[src/rtl/sample_recorder_pkg.sv]
// rtl/sample_recorder_pkg.sv - shared state encodings, size defaults and pointer sizing for the sample recorder
package sample_recorder_pkg;

    localparam int DEFAULT_WIDTH = 8;
    localparam int DEFAULT_DEPTH = 16;

    typedef enum logic [1:0] {
        ST_IDLE    = 2'd0,
        ST_CAPTURE = 2'd1,
        ST_READOUT = 2'd2
    } state_t;

    function automatic int ptr_width(input int depth);
        return $clog2(depth);
    endfunction

endpackage

[src/rtl/sample_buffer.sv]
// rtl/sample_buffer.sv - DEPTH x WIDTH capture storage, one synchronous write port, one combinational read port
module sample_buffer
    import sample_recorder_pkg::*;
#(
    parameter int WIDTH = DEFAULT_WIDTH,
    parameter int DEPTH = DEFAULT_DEPTH,
    parameter int AW    = ptr_width(DEPTH)
) (
    input  logic             clk,
    input  logic             wr_en,
    input  logic [AW-1:0]    wr_addr,
    input  logic [WIDTH-1:0] wr_data,
    input  logic [AW-1:0]    rd_addr,
    output logic [WIDTH-1:0] rd_data
);

    // Contents are deliberately left unreset; only the pointers define validity.
    logic [WIDTH-1:0] mem [DEPTH];

    always_ff @(posedge clk) begin
        if (wr_en) begin
            mem[wr_addr] <= wr_data;
        end
    end

    assign rd_data = mem[rd_addr];

endmodule

[src/rtl/sample_recorder.sv]
// rtl/sample_recorder.sv - arm, capture DEPTH ticked samples, then stream them out with valid/ready
module sample_recorder
    import sample_recorder_pkg::*;
#(
    parameter int WIDTH = DEFAULT_WIDTH,
    parameter int DEPTH = DEFAULT_DEPTH
) (
    input  logic             I_clk,
    input  logic             I_rst,
    input  logic             I_start,
    input  logic             I_tick,
    input  logic [WIDTH-1:0] I_data,
    input  logic             I_rd_ready,
    output logic             O_rd_valid,
    output logic [WIDTH-1:0] O_rd_data,
    output logic             O_rd_last,
    output logic             O_busy,
    output logic             O_done
);

    localparam int            PW   = ptr_width(DEPTH);
    localparam logic [PW-1:0] LAST = PW'(DEPTH - 1);

    state_t           state;
    state_t           state_next;
    logic [PW-1:0]    wr_ptr;
    logic [PW-1:0]    rd_ptr;
    logic [PW-1:0]    rd_addr;
    logic [WIDTH-1:0] buf_rd_data;
    logic             wr_en;
    logic             fill_done;
    logic             xfer;

    sample_buffer #(
        .WIDTH (WIDTH),
        .DEPTH (DEPTH),
        .AW    (PW)
    ) u_buffer (
        .clk     (I_clk),
        .wr_en   (wr_en),
        .wr_addr (wr_ptr),
        .wr_data (I_data),
        .rd_addr (rd_addr),
        .rd_data (buf_rd_data)
    );

    always_ff @(posedge I_clk) begin
        if (I_rst) begin
            state <= ST_IDLE;
        end else begin
            state <= state_next;
        end
    end

    // rd_addr looks one sample ahead so the output register always holds the presented sample.
    always_comb begin
        state_next = state;
        wr_en      = 1'b0;
        fill_done  = 1'b0;
        xfer       = 1'b0;
        rd_addr    = rd_ptr;
        case (state)
            ST_IDLE: begin
                if (I_start) begin
                    state_next = ST_CAPTURE;
                end
            end
            ST_CAPTURE: begin
                if (I_tick) begin
                    wr_en = 1'b1;
                    if (wr_ptr == LAST) begin
                        fill_done  = 1'b1;
                        rd_addr    = '0;
                        state_next = ST_READOUT;
                    end
                end
            end
            ST_READOUT: begin
                if (I_rd_ready) begin
                    xfer    = 1'b1;
                    rd_addr = rd_ptr + PW'(1);
                    if (rd_ptr == LAST) begin
                        state_next = ST_IDLE;
                    end
                end
            end
            default: state_next = ST_IDLE;
        endcase
    end

    always_ff @(posedge I_clk) begin
        if (I_rst) begin
            wr_ptr     <= '0;
            rd_ptr     <= '0;
            O_rd_valid <= 1'b0;
            O_rd_data  <= '0;
            O_rd_last  <= 1'b0;
            O_done     <= 1'b0;
        end else begin
            O_done <= fill_done;

            if (state == ST_IDLE && I_start) begin
                wr_ptr <= '0;
            end else if (wr_en && !fill_done) begin
                wr_ptr <= wr_ptr + PW'(1);
            end

            if (fill_done) begin
                rd_ptr     <= '0;
                O_rd_valid <= 1'b1;
                O_rd_data  <= buf_rd_data;
                O_rd_last  <= 1'b0;
            end else if (xfer) begin
                if (rd_ptr == LAST) begin
                    rd_ptr     <= '0;
                    O_rd_valid <= 1'b0;
                    O_rd_data  <= '0;
                    O_rd_last  <= 1'b0;
                end else begin
                    rd_ptr     <= rd_ptr + PW'(1);
                    O_rd_data  <= buf_rd_data;
                    O_rd_last  <= (rd_addr == LAST);
                end
            end
        end
    end

    assign O_busy = (state != ST_IDLE);

endmodule

[config.mk]
export PLATFORM = sky130hd
export DESIGN_NAME = sample_recorder
export DESIGN_NICKNAME = d
export VERILOG_FILES = /design/src/rtl/sample_recorder_pkg.sv /design/src/rtl/sample_buffer.sv /design/src/rtl/sample_recorder.sv
export SDC_FILE = /design/constraint.sdc
export NUM_CORES = 1
export LEC_CHECK = 0
export CAP_MARGIN = 20
export CORE_ASPECT_RATIO = 1.75
export CORE_MARGIN = 5
export CORE_UTILIZATION = 25
export DETAILED_ROUTE_END_ITERATION = 10
export PLACE_DENSITY = 0.45
export SETUP_SLACK_MARGIN = 0.15
export SYNTH_ARGS = -nofsm -noshare
export SYNTH_HDL_FRONTEND = slang
export SYNTH_SLANG_ARGS = --single-unit
[constraint.sdc]
create_clock -name I_clk -period 3.5 [get_ports I_clk]
set_clock_uncertainty 0.15 [all_clocks]
set_input_delay 0.7 -clock I_clk [delete_from_list [all_inputs] [get_ports I_clk]]
set_output_delay 0.7 -clock I_clk [all_outputs]
set_load 0.02 [all_outputs]
==> impl_results.md <==
- Final #Nets: 529
- WS Path Type: in -> reg
- Drt via density: 4.78
- Share of the synthesized area in the top cell type: 60.4%
- # H-tree levels: 4
- Sw Ratio: 26.7%
- Largest family of logic cells by synthesized area: compound AO/OA/AOI/OAI gates
- CTS Buffer Depth: 2
- First-pass GRT wire length: 26.1 mm
- Fin Setup TNS: 0 ns
- Post-synthesis net count: 499
- Initial antenna violation count: 0
- IO Count: 25
- CTS clk-pin slew, worst paths: 0.06 ns
- Fin crit share: 85.8%
- DP HPWL: 12.3 mm
- Hold Crit Class: reg -> reg
- Ant diodes: 0
- Clk pwr share: 39.9%
- CTS tree: yes
- YS warnings: 0
- Routability cong.: 0.849
- Sequential share of power: 43.8%
- Max-cap violation count: 0
- Antenna violation net count after detailed routing: 0
- Design Area, Final: 0.00757 mm²
- Worst VDD drop: 0.304 mV
- Crit path time final: 3.00 ns
- Post-synth EDFFs: 128
- Crit Path Max Fanout: 40
- Leak Pwr: 2.52 nW
- Total CTS buffers: 17
- Async set-reset flop share out of synthesis: 0%
- Crit-path leading delay family: simple AND/OR/NAND/NOR gates
- Status: completed
- CP max stage delay: 0.58 ns
- Post-CTS Resized: 0
- Root Driver: clkbuf_16
- Kind of start point of the critical path: primary input
- Vias: 3,994
- Netlist cell types: 49
- Final Hold Fails: 0
- Slowest CP cell: clkdlybuf4s50_1
- Crit path arrival time: 3.16 ns
- Die Y: 221 µm
- Largest net degree at the start of global routing: 41
- Slew at the pin with the worst max-slew slack: 1.03 ns
- Synth-to-Final Area Change: 19.0%
- Wirelength, routed: 17.3 mm
- DIE AREA: 0.0289 mm²
- Comb power frac: 16.2%
- Synth Instances: 477
- Critical Path End Type: flip-flop
- PD cells: 604 mW/mm²
- Compound-Gate Fraction of Synth Area: 14.6%
- Clock Sinks: 149
- Synth Flop Type: edfxtp_1
- Drt initial violations: 265
- Yosys reg bits: 149
- Top cells by area, synth: edfxtp_1, dfxtp_1, nand2_1, a311o_1, and2_1
- Final Max Slew Viols: 0
- Post-Syn Area: 0.00636 mm²
- Int Pwr: 3.35 mW
- Mux contribution to synthesized area: 0.334%
- Fmax: 333 MHz
- Worst Path Buf+Inv: 2
- Vias in the first global route: 4,349
- Final setup fails: 0
- Post-synthesis adder-cell area fraction: 1.77%
- Post-CTS Setup Repair Bufs: 0
- DRC: 0
- Seq/Total Area, Yosys: 67.0%
- Crit-path cells: clkdlybuf4s50_1, nand4_4, and2_4, or3_2, buf_4, a221o_1, a31oi_1, nand4_1
- Mean post-synth cell area: 13.3 µm²
- DR WL/cell: 20.7 µm
- Largest area contributor in the netlist: edfxtp_1
- Post-Synth Simple-Gate Area: 13.1%
- Sw power: 1.22 mW
- Std-Cell Rows: 77
- I/O Buffers: 24
- TritonRoute pass-1 iters: 4
- Required time worst endpoint: 3.65 ns
- Core area: 0.0252 mm²
- Worst-skew pair later-pin latency: 0.43 ns
- Share of layout cells above drive strength 1: 10.2%
- Slew margin rel.: 30.8%
- Hold Buf Count CTS: 0
- Placed Area: 0.00697 mm²
- GRT overflow: 0
- Synth Area in XOR/XNOR: 0.275%
- RSZ-0062 raised after global routing: false
- Initial Utilization: 25.2%
- DIE WIDTH: 131 µm
- GRT Total Usage: 12.4%
-- logic make-up (layout without fill, tap and decap cells) --
group | after synthesis | count (layout)
AOI/OAI and AO/OA | 114 | 114
xor gates and xnor gates | 2 | 2
adders and majority gates | 9 | 9
buffers and inverters | 38 | 81
DFF | 149 | 149
muxes | 2 | 2
and+or+nand+nor | 163 | 163
-- synth_stat cells (3+ instances only) --
library cell / n
a221o_1: 14
a21o_1: 4
nor3_1: 12
buf_6: 4
dfxtp_1: 21
ha_1: 9
nand2_1: 65
a31oi_1: 9
o21ai_0: 3
edfxtp_1: 128
clkbuf_1: 14
a21oi_1: 7
and3_1: 11
buf_2: 10
a21boi_0: 17
and2_1: 29
a311o_1: 23
inv_1: 8
nand3_1: 10
a211oi_1: 24
nand4_1: 10
nor2_1: 11
-- final cells by class --
class                      instances  area, µm²
clock buffer                      18        429
clock inverter                    14        159
fill                            2530      17700
inverter                           8       30.0
multi-input combinational        290       1910
sequential                       149       4260
tap                              316        395
timing repair buffer              41        380
-- power by group through the flow --
stage	clock network [mW]	logic, mW	registers (mW)
2_1_floorplan	0	0.493	2.05
3_3_place_gp	0	0.736	2.04
3_5_place_dp	0	0.736	2.04
4_1_cts	1.87	0.739	2.01
5_1_grt	1.93	0.807	2.01
6_report	1.83	0.742	2.01
-- per-layer routing --
layer  GRT usage (%)  part of all wire [%]
met5               0                     0
met1            12.3                    36
met2            23.7                    58
met3            2.61                   2.7
met4            5.94                   3.1
-- cell usage in the layout, fill, tap and decap left out, drive strengths merged, types with 2 or more instances in the layout --
cell type	netlist	layout
o31a	2	2
nand2	65	65
buf	16	17
nor3	12	12
a221oi	2	2
a21oi	7	7
a31oi	9	9
bufinv	0	3
a311o	23	23
o21ai	3	3
and2	30	30
ha	9	9
nor3b	2	2
a221o	14	14
dfxtp	21	21
nand3	10	10
clkinv	0	8
nand4	11	11
nor2	11	11
clkdlybuf4s50	0	24
a22oi	2	2
inv	8	9
a211oi	24	24
and3	11	11
a21boi	17	17
a21o	4	4
a21bo	2	2
clkbuf	14	18
or3	2	2
clkinvlp	0	2
edfxtp	128	128
nand2b	2	2
-- path summary, 6_finish.rpt --
check | start | end | slack [ns] | cells past startpoint
max | I_tick | O_rd_data[5] | 0.50 | 8
min reg2reg | state[0] | state[0] | 0.35 | 2
min | state[0] | state[0] | 0.35 | 2
max reg2reg | wr_ptr[1] | O_rd_data[5] | 0.53 | 8
-- worst reg2reg max path, delay by kind of cell (launching register included) --
kind                       cells  cell delay [ns]
buffers and inverters          1             0.28
and+or+nand+nor                4             0.94
AOI/OAI and AO/OA              2             0.68
adders and majority gates      1             0.40
DFF                            1             0.40
-- through the flow --
| step | power, mW | instances | hold WS [ns] | worst slack (ns) | util [%] |
|---|---|---|---|---|---|
| global route | 4.74 | 836 | 0.390 | 0.344 | 30.0 |
| detailed placement | 2.78 | 803 | 0.331 | 0.0852 | 27.6 |
| floorplan | 2.54 | 477 | 0.304 | 0.934 | - |
| global placement | 2.78 | 803 | 0.318 | 0.0376 | 27.6 |
| CTS | 4.61 | 835 | 0.342 | 0.532 | 30.0 |
| finish | 4.58 | 836 | 0.347 | 0.498 | 30.0 |
-- state kept, by name, summed over array words and instances, names as in the netlist --
register	cells
O_rd_valid	1
wr_ptr	4
state	2
u_buffer.mem	128
O_rd_data	8
O_done	1
rd_ptr	4
O_rd_last	1
Power figures use the tool's default switching activity.
